### src/rtl/ps2_pkg.sv
// rtl/ps2_pkg.sv - shared types and constants for the PS/2 scan-code receiver
package ps2_pkg;

   typedef enum logic [1:0] {
      IDLE,
      DATA,
      PARITY,
      STOP
   } ps2_state_e;

   localparam int         PS2_FRAME_BITS = 11;
   localparam logic [7:0] PS2_BREAK      = 8'hF0;
   localparam logic [7:0] PS2_EXT        = 8'hE0;

endpackage

### src/rtl/ps2_sync_filter.sv
// rtl/ps2_sync_filter.sv - 2-flop synchronizer plus FILT_LEN-sample stability filter
module ps2_sync_filter #(
   parameter int FILT_LEN = 8
) (
   input  logic clk_i,
   input  logic rst_ni,
   input  logic raw_i,
   output logic filt_o
);

   localparam int CW = $clog2(FILT_LEN + 1);

   logic [1:0]    sync_q;
   logic          filt_q, filt_d;
   logic [CW-1:0] cnt_q, cnt_d;

   // cnt_q holds how many consecutive samples have disagreed with the filtered level
   always_comb begin
      filt_d = filt_q;
      cnt_d  = '0;
      if (sync_q[1] != filt_q) begin
         if (cnt_q == CW'(FILT_LEN - 1)) begin
            filt_d = sync_q[1];
         end else begin
            cnt_d = cnt_q + 1'b1;
         end
      end
   end

   always_ff @(posedge clk_i or negedge rst_ni) begin
      if (!rst_ni) begin
         sync_q <= 2'b11;
         filt_q <= 1'b1;
         cnt_q  <= '0;
      end else begin
         sync_q <= {sync_q[0], raw_i};
         filt_q <= filt_d;
         cnt_q  <= cnt_d;
      end
   end

   assign filt_o = filt_q;

endmodule

### src/rtl/ps2_scancode_rx.sv
// rtl/ps2_scancode_rx.sv - PS/2 device-to-host frame receiver with 4-byte scan-code history
// Optional odd-parity enforcement: PS2RX_PARITY_CHECK_EN
module ps2_scancode_rx
   import ps2_pkg::*;
#(
   parameter int FILT_LEN = 8,
   parameter int TIMEOUT  = 20000
) (
   input  logic        clk,
   input  logic        reset,
   input  logic        ps2_clk,
   input  logic        ps2_data,
   output logic [7:0]  code,
   output logic        code_valid,
   output logic [31:0] x,
   output logic        frame_err,
   output logic        parity_err
);

   localparam int TW = $clog2(TIMEOUT + 1);

   logic          clk_filt;
   logic          clk_prev_q;
   logic [1:0]    data_sync_q;
   logic          fall;
   logic          bit_in;
   logic          parity_bad;

   ps2_state_e    state_q, state_d;
   logic [2:0]    bitcnt_q, bitcnt_d;
   logic [7:0]    shift_q, shift_d;
   logic [TW-1:0] tmo_q, tmo_d;
   logic [7:0]    code_q, code_d;
   logic [31:0]   x_q, x_d;
   logic          cv_q, cv_d;
   logic          fe_q, fe_d;
   logic          pe_q, pe_d;

   ps2_sync_filter #(.FILT_LEN(FILT_LEN)) u_clk_filt (
      .clk_i  (clk),
      .rst_ni (reset),
      .raw_i  (ps2_clk),
      .filt_o (clk_filt)
   );

   assign fall   = clk_prev_q & ~clk_filt;
   assign bit_in = data_sync_q[1];

`ifdef PS2RX_PARITY_CHECK_EN
   logic par_q, par_d;
   // odd parity: data plus parity bit must have odd weight
   assign parity_bad = ~^{shift_q, par_q};
`else
   assign parity_bad = 1'b0;
`endif

   always_comb begin
      state_d  = state_q;
      bitcnt_d = bitcnt_q;
      shift_d  = shift_q;
      code_d   = code_q;
      x_d      = x_q;
      cv_d     = 1'b0;
      fe_d     = 1'b0;
      pe_d     = 1'b0;
      tmo_d    = (state_q == IDLE) ? '0 : tmo_q + 1'b1;
`ifdef PS2RX_PARITY_CHECK_EN
      par_d    = par_q;
`endif
      if (fall) begin
         tmo_d = '0;
         case (state_q)
            IDLE: begin
               if (!bit_in) begin
                  state_d  = DATA;
                  bitcnt_d = 3'd0;
               end else begin
                  fe_d = 1'b1;
               end
            end
            DATA: begin
               shift_d  = {bit_in, shift_q[7:1]};
               bitcnt_d = bitcnt_q + 3'd1;
               if (bitcnt_q == 3'd7) state_d = PARITY;
            end
            PARITY: begin
`ifdef PS2RX_PARITY_CHECK_EN
               par_d   = bit_in;
`endif
               state_d = STOP;
            end
            STOP: begin
               state_d = IDLE;
               // a bad stop bit outranks a parity failure
               if (!bit_in) begin
                  fe_d = 1'b1;
               end else if (parity_bad) begin
                  pe_d = 1'b1;
               end else begin
                  code_d = shift_q;
                  x_d    = {x_q[23:0], shift_q};
                  cv_d   = 1'b1;
               end
            end
            default: state_d = IDLE;
         endcase
      end else if (state_q != IDLE && tmo_q == TW'(TIMEOUT - 1)) begin
         state_d = IDLE;
         tmo_d   = '0;
         fe_d    = 1'b1;
      end
   end

   always_ff @(posedge clk or negedge reset) begin
      if (!reset) begin
         clk_prev_q  <= 1'b1;
         data_sync_q <= 2'b11;
         state_q     <= IDLE;
         bitcnt_q    <= 3'd0;
         shift_q     <= 8'h00;
         tmo_q       <= '0;
         code_q      <= 8'h00;
         x_q         <= 32'h0;
         cv_q        <= 1'b0;
         fe_q        <= 1'b0;
         pe_q        <= 1'b0;
`ifdef PS2RX_PARITY_CHECK_EN
         par_q       <= 1'b0;
`endif
      end else begin
         clk_prev_q  <= clk_filt;
         data_sync_q <= {data_sync_q[0], ps2_data};
         state_q     <= state_d;
         bitcnt_q    <= bitcnt_d;
         shift_q     <= shift_d;
         tmo_q       <= tmo_d;
         code_q      <= code_d;
         x_q         <= x_d;
         cv_q        <= cv_d;
         fe_q        <= fe_d;
         pe_q        <= pe_d;
`ifdef PS2RX_PARITY_CHECK_EN
         par_q       <= par_d;
`endif
      end
   end

   assign code       = code_q;
   assign x          = x_q;
   assign code_valid = cv_q;
   assign frame_err  = fe_q;
   assign parity_err = pe_q;

endmodule

### config.mk
export PLATFORM = sky130hd
export DESIGN_NAME = ps2_scancode_rx
export DESIGN_NICKNAME = d
export VERILOG_FILES = /design/src/rtl/ps2_pkg.sv /design/src/rtl/ps2_sync_filter.sv /design/src/rtl/ps2_scancode_rx.sv
export SDC_FILE = /design/constraint.sdc
export NUM_CORES = 1
export LEC_CHECK = 0
export BUFFER_PORTS_ARGS = -buffer_cell sky130_fd_sc_hd__buf_4
export CORE_UTILIZATION = 52
export CTS_BUF_LIST = sky130_fd_sc_hd__clkbuf_2
export CTS_CLUSTER_DIAMETER = 40
export DETAILED_ROUTE_END_ITERATION = 8
export PLACE_DENSITY_LB_ADDON = 0.3
export SLEW_MARGIN = 20
export SYNTH_ARGS = -nofsm -noshare
export SYNTH_HDL_FRONTEND = slang
export SYNTH_HIERARCHICAL = 1
export SYNTH_SLANG_ARGS = --single-unit
### constraint.sdc
create_clock -name clk -period 1.49 [get_ports clk]
set_input_delay 0.0745 -clock clk [delete_from_list [all_inputs] [get_ports clk]]
set_output_delay 0.0745 -clock clk [all_outputs]
set_load 0.1 [all_outputs]
Word level (Yosys, flattened, before mapping) --
Cells that the tools add are included.
Word-level totals: output and inout port bits 43, bits in registers 80, input port bits 4, word-level logic and storage cells 57
Cells by class: bitwise logic cells 2, reduce and logical (&&, ||, !) cells 10, mux-type cells 19, equality and inequality tests 10, add/sub/neg operators 3
Operators with widths (count):
- 2-to-1 mux 15 bit | 3
- adder 15 x 1 -> 15 bit, second input constant | 1
- == test 15 bit, second input constant | 1
- AND reduction 3 bit | 3
- 2-to-1 mux 2 bit | 4
- 2-to-1 mux 4 bit | 2
- case mux 2 bit (4 select lines) | 1
- 2-to-1 mux 1 bit | 6
- != test 3 bit, second input constant | 2
- case mux 3 bit (2 select lines) | 1
- nonzero test 2 bit | 3
- adder 4 x 1 -> 4 bit, second input constant | 1
- == test 2 bit, second input constant | 2
- == test 4 x 3 -> 1 bit, second input constant | 1
- AND reduction 2 bit | 2
- adder 3 x 1 -> 3 bit, second input constant | 1
- == test 3 bit, second input constant | 1
- 2-to-1 mux 3 bit | 1
- == test 2 x 1 -> 1 bit, second input constant | 1
- zero test 2 bit | 1
- != test 2 bit, second input constant | 1
- case mux 1 bit (2 select lines) | 1
- AND 1 bit | 1
- logical AND 1 bit | 1
- 2 further kinds | 2

Longest topological paths before layout --
depth in word-level cells 4, mapped depth 7, mapped depth without buffers 6

Hierarchy --
Netlist, hierarchy kept.
By module, submodules not included:
- ps2_scancode_rx | area an instance 2817.7 sq um, cells an instance 217, sequential area each 1630.3 sq um, instances 1
- ps2_sync_filter | area an instance 271.5 sq um, cells an instance 20, sequential area each 178.9 sq um, instances 1

Worst setup path before layout --
OpenSTA, ideal clock, no wires.
kind reg2reg, from reg state_q[0], to reg tmo_q[9], data required time 1.371 ns, period minus slack after synthesis 1.600 ns, setup slack -0.110 ns, cell stages (with the launch flop) 8, buffers on the path 1, data arrival time 1.481 ns, setup time 0.119 ns, path through dfrtp_1 -> inv_1 -> ha_1 -> nor4bb_1 -> nand4_1 -> nand2_2 -> buf_6 -> nor2_1
On the way: longest elaborated chain between the ends 4, elaborated cells between the ends (all ways) 6, classes of those cells mux: 3; reduce/logical: 3
RTL lines:
- from (decl) | line ps2_scancode_rx.sv:29 | ps2_state_e state_q, state_d;
- from (signal assigned) | line ps2_scancode_rx.sv:133 | state_q <= state_d;
- zero test 2 bit / nonzero test 2 bit (equally long branches) | line ps2_scancode_rx.sv:66, ps2_scancode_rx.sv:107
- 2-to-1 mux 15 bit / logical AND 1 bit (equally long branches) | line ps2_scancode_rx.sv:66, ps2_scancode_rx.sv:107
- 2-to-1 mux 15 bit (*) | line ps2_scancode_rx.sv:107 | end else if (state_q != IDLE && tmo_q == TW'(TIMEOUT - 1)) begin
- 2-to-1 mux 15 bit (*) | line ps2_scancode_rx.sv:70 | if (fall) begin
- via tmo_d[9] | line ps2_scancode_rx.sv:32 | logic [TW-1:0] tmo_q, tmo_d;
- to (signal assigned) | line ps2_scancode_rx.sv:136 | tmo_q <= tmo_d;
- to (decl) | line ps2_scancode_rx.sv:32
Mark *: on every way through the listed nets, which the timed path passes. The rest lies on a longest branch. A chain may end at the register's enable or synchronous reset.

Worst setup path in the final report --
from reg state_q[1], to reg bitcnt_q[1]
On the way: longest elaborated chain between the ends 3, elaborated cells between the ends (all ways) 6, classes of those cells eq/ne: 2; mux: 1; reduce/logical: 3
RTL lines:
- == test 2 x 1 -> 1 bit / zero test 2 bit (equally long branches) | line ps2_scancode_rx.sv:72 | case (state_q)
- nonzero test 2 bit (no source line) / != test 2 bit (equally long branches)
- AND reduction 3 bit (no source line)
- to (signal assigned) | line ps2_scancode_rx.sv:134 | bitcnt_q <= bitcnt_d;
- to (decl) | line ps2_scancode_rx.sv:30 | logic [2:0] bitcnt_q, bitcnt_d;
Several ways; a longest one is shown, not always the timed one.

==> impl_metrics.json <==
{
  "ys_warn_count": 6,
  "overflow": 0,
  "yosysUniqueCellTypes": 38,
  "rr_worst_depth": 9,
  "leakagePower_nw": 2.11,
  "startpoint_type": "flip-flop",
  "core_um2": 5610,
  "syn_nets": 249,
  "relSlewSlack_pct": 62.1,
  "clk_path_buf_depth": 2,
  "r2r-end": "bitcnt_q[1]",
  "wl_met1_mm": 2.66,
  "setup_viol": 59,
  "num-fill-cells": 392,
  "nNetsFinal": 329,
  "vdd_drop_max_mv": 0.805,
  "wl_met3_um": 262,
  "cpPeakStageDelay_ps": 420,
  "critPathArrivalTime_ps": 2040,
  "cp-startpoint": "state_q[1]",
  "hp-class": "in -> async",
  "syn_area_um2": 3090,
  "antenna_found_initial": 1,
  "grt_pass1_wl_mm": 9.74,
  "tritoncts": "yes",
  "cp_max_fo": 6,
  "hpwl_mm": 3.62,
  "rows": 27,
  "status": "finished, violations left",
  "slew_viol_final": 0,
  "dr.pass1.iters": 4,
  "final_area_um2": 4080,
  "crit_type": "reg -> reg",
  "cts.sink_count": 72,
  "rsz0062_at_grt": "true",
  "die_w_um": 79.1,
  "async_flop_share_pct": 100,
  "drive_above_1_share_pct": 50.6,
  "ios": 47,
  "wirelength_mm": 6.38,
  "start_util_pct": 55.1,
  "synth-edff-count": 0,
  "dpl.cell_count": 358,
  "ant_nets": 0,
  "dieArea_um2": 6250,
  "min_period_ps": 1650,
  "avgSynthCellArea_um2": 13.0,
  "ys_seq_area_share_pct": 58.6,
  "hold_violations": 0,
  "ctsRootBufferMaster": "clkbuf_2",
  "grt_start_max_net_pins": 38,
  "fmax_ghz": 0.608,
  "crit_top_cell": "buf_4",
  "vias": 2096,
  "slowest_stage": "dfrtp_1",
  "tightestPinTransition_ps": 566,
  "critical_path.cell_chain": "inv_2 > buf_4 > buf_4 > buf_4 > ha_4 > buf_6 > nand2b_4 > o21ai_2 > a22o_1",
  "synth_cells": 237,
  "violations": "negative setup slack",
  "total_power_mw": 4.49,
  "wl_met2_mm": 3.35,
  "drt_first_iter_violations": 55,
  "die_h_um": 79.1,
  "grt_pass1_vias": 2012,
  "crit_required_ps": 1880,
  "synth-seq-cells": 72,
  "insertion_delay_ps": 470,
  "reg2reg_from": "state_q[1]",
  "clock_skew_ps": 29.4,
  "wl_per_cell_um": 16.1,
  "min_period_over_period_pct": 110,
  "layout_setup_ws_ps": -155,
  "endpoint_kind": "flip-flop",
  "globalplace.congestion": 0.862,
  "reg2reg_slack_ps": -160,
  "grt.total_usage_pct": 21.4,
  "path_clk_slew_ps": 200,
  "highest_layer": "met4",
  "area_delta_synth_final_pct": 32.2,
  "postPlaceCellArea_um2": 3590,
  "finalSetupTns_ps": -4360,
  "endpoint": "bitcnt_q[1]",
  "cts-htree-levels": 3,
  "vias_per_cell": 5.31,
  "cts_buffers": 9,
  "portBuffers": 45,
  "place_ws_ps": -233,
  "instances_no_fill": 395,
  "drc_errors": 0,
  "maxCapViolCount": 0,
  "p_per_area_nw_per_um2": 1100,
  "synthFlopType": "dfrtp_1"
}
## sequential cells by signal (all words and copies together) (netlist names), 2 cells and up
name,count
u_clk_filt/cnt_q,4
state_q,2
x,25
data_sync_q,2
shift_q,8
u_clk_filt/sync_q,2
bitcnt_q,3
tmo_q,15
code,7
## per-stage QoR
stage               utilization, %  hold WS (ps)
floorplan                        -          -221
global placement              64.0         -14.2
detailed placement            64.0         -10.4
CTS                           70.7          98.6
global route                  72.8          96.4
finish                        72.8           152
## cells in the final DEF, fill, tap and decap left out, types with 2 or more instances in the layout
cell           netlist  layout
a31oi_1              2       2
and3_1               5       5
buf_12               0       5
buf_4                9      68
buf_6                3       4
clkbuf_2             0      12
clkinv_2             0       3
dfrtp_1             66      66
dfstp_2              6       6
dlygate4sd3_1        0       5
ha_1                 8       5
ha_4                 0       3
inv_1                4       2
inv_2                0       2
mux2_2              40      31
mux2_4               1      10
nand2_1              5       5
nand2b_1             4       3
nand3_1             12      11
nand4_1              5       5
nor2_1              19      18
nor2_2               1       2
nor2b_1              4       2
nor2b_4              0       2
o211ai_1             2       2
o21ai_1              0       4
xnor2_1              4       4
xor2_1              10      10
## cell families (layout without fill, tap and decap cells)
| family | after synthesis | count (layout) | share of synthesized area (%) |
|---|---|---|---|
| adders and majority gates | 8 | 8 | 3.24 |
| other | 1 | 2 | 0.121 |
| muxes | 42 | 42 | 15.4 |
| xor gates and xnor gates | 14 | 14 | 3.97 |
| DFF | 72 | 72 | 58.6 |
| and+or+nand+nor | 66 | 67 | 11.5 |
| AOI/OAI and AO/OA | 13 | 13 | 2.71 |
| buffers and inverters | 21 | 105 | 4.54 |
## worst min-delay path by stage
stage          cells after the start                    to  slack [ps]  startpoint
2_1_floorplan                      0           bitcnt_q[0]        -220       reset
3_3_place_gp                       1                 x[25]         -10       reset
6_report                           3                 x[24]         150       reset
5_1_grt                            2     u_clk_filt/filt_o         100       reset
3_5_place_dp                       1                 x[25]         -10       reset
4_1_cts                            2  u_clk_filt/sync_q[0]         100       reset
## synthesized netlist by cell type, types with 2 or more instances
cell type / instances / share of area (%)
mux2_2: 40 / 15
buf_2: 4 / 0.65
nand2b_1: 4 / 0.81
dfrtp_1: 66 / 53
xnor2_1: 4 / 1.1
nand2_1: 5 / 0.61
o211ai_1: 2 / 0.49
buf_6: 3 / 1.1
dfstp_2: 6 / 5.1
inv_1: 4 / 0.49
a31oi_1: 2 / 0.40
xor2_1: 10 / 2.8
nand4_1: 5 / 1.0
buf_4: 9 / 2.2
o21ai_0: 6 / 0.97
nor2b_1: 4 / 0.81
nor2_1: 19 / 2.3
nand3_1: 12 / 1.9
ha_1: 8 / 3.2
and3_1: 5 / 1.0
nand2_2: 2 / 0.40
## where the power goes
| group | internal, mW | total, mW | switching (mW) | leakage, nW |
|---|---|---|---|---|
| clock | 0.233 | 0.862 | 0.629 | 0.0617 |
| sequential | 2.12 | 2.24 | 0.116 | 0.977 |
| combinational | 0.638 | 1.39 | 0.751 | 1.07 |
## critical path: cells and delay by family, from the launching register on
family / cells / cell delay (ps)
compound gates: 2 / 250
flops: 1 / 420
fa+ha+maj: 1 / 190
buf+inv: 5 / 590
simple gates: 1 / 130
## final cells by class
| class | count | area [um^2] | share of cell area (%) |
|---|---|---|---|
| Antenna cell | 1 | 2.50 | 0.0613 |
| Tap cell | 72 | 90.1 | 2.21 |
| Timing Repair Buffer | 85 | 791 | 19.4 |
| Sequential cell | 72 | 1810 | 44.3 |
| Clock inverter | 4 | 22.5 | 0.552 |
| Clock buffer | 12 | 60.1 | 1.47 |
| Multi-Input combinational cell | 145 | 1290 | 31.7 |
| Inverter | 4 | 15.0 | 0.368 |
## repair_timing
| item | CTS | global route |
|---|---|---|
| endpoints found under the setup margin | 35 | 59 |
| endpoints found under the hold margin | 72 | 0 |
| pin swaps | 7 | 8 |
| gates cloned | 4 | 1 |
| buffers inserted | 6 | 5 |
| hold buffers | 5 | 0 |
| resized for setup | 21 | 22 |
## layer usage
layer / up-vias / GRT usage (%)
met5: - / 0
met4: 0 / 9.64
met3: 10 / 5.40
met2: 50 / 36.8
met1: 1054 / 25.2
li1: 982 / -
No activity file was read; power rests on OpenSTA's default activity.
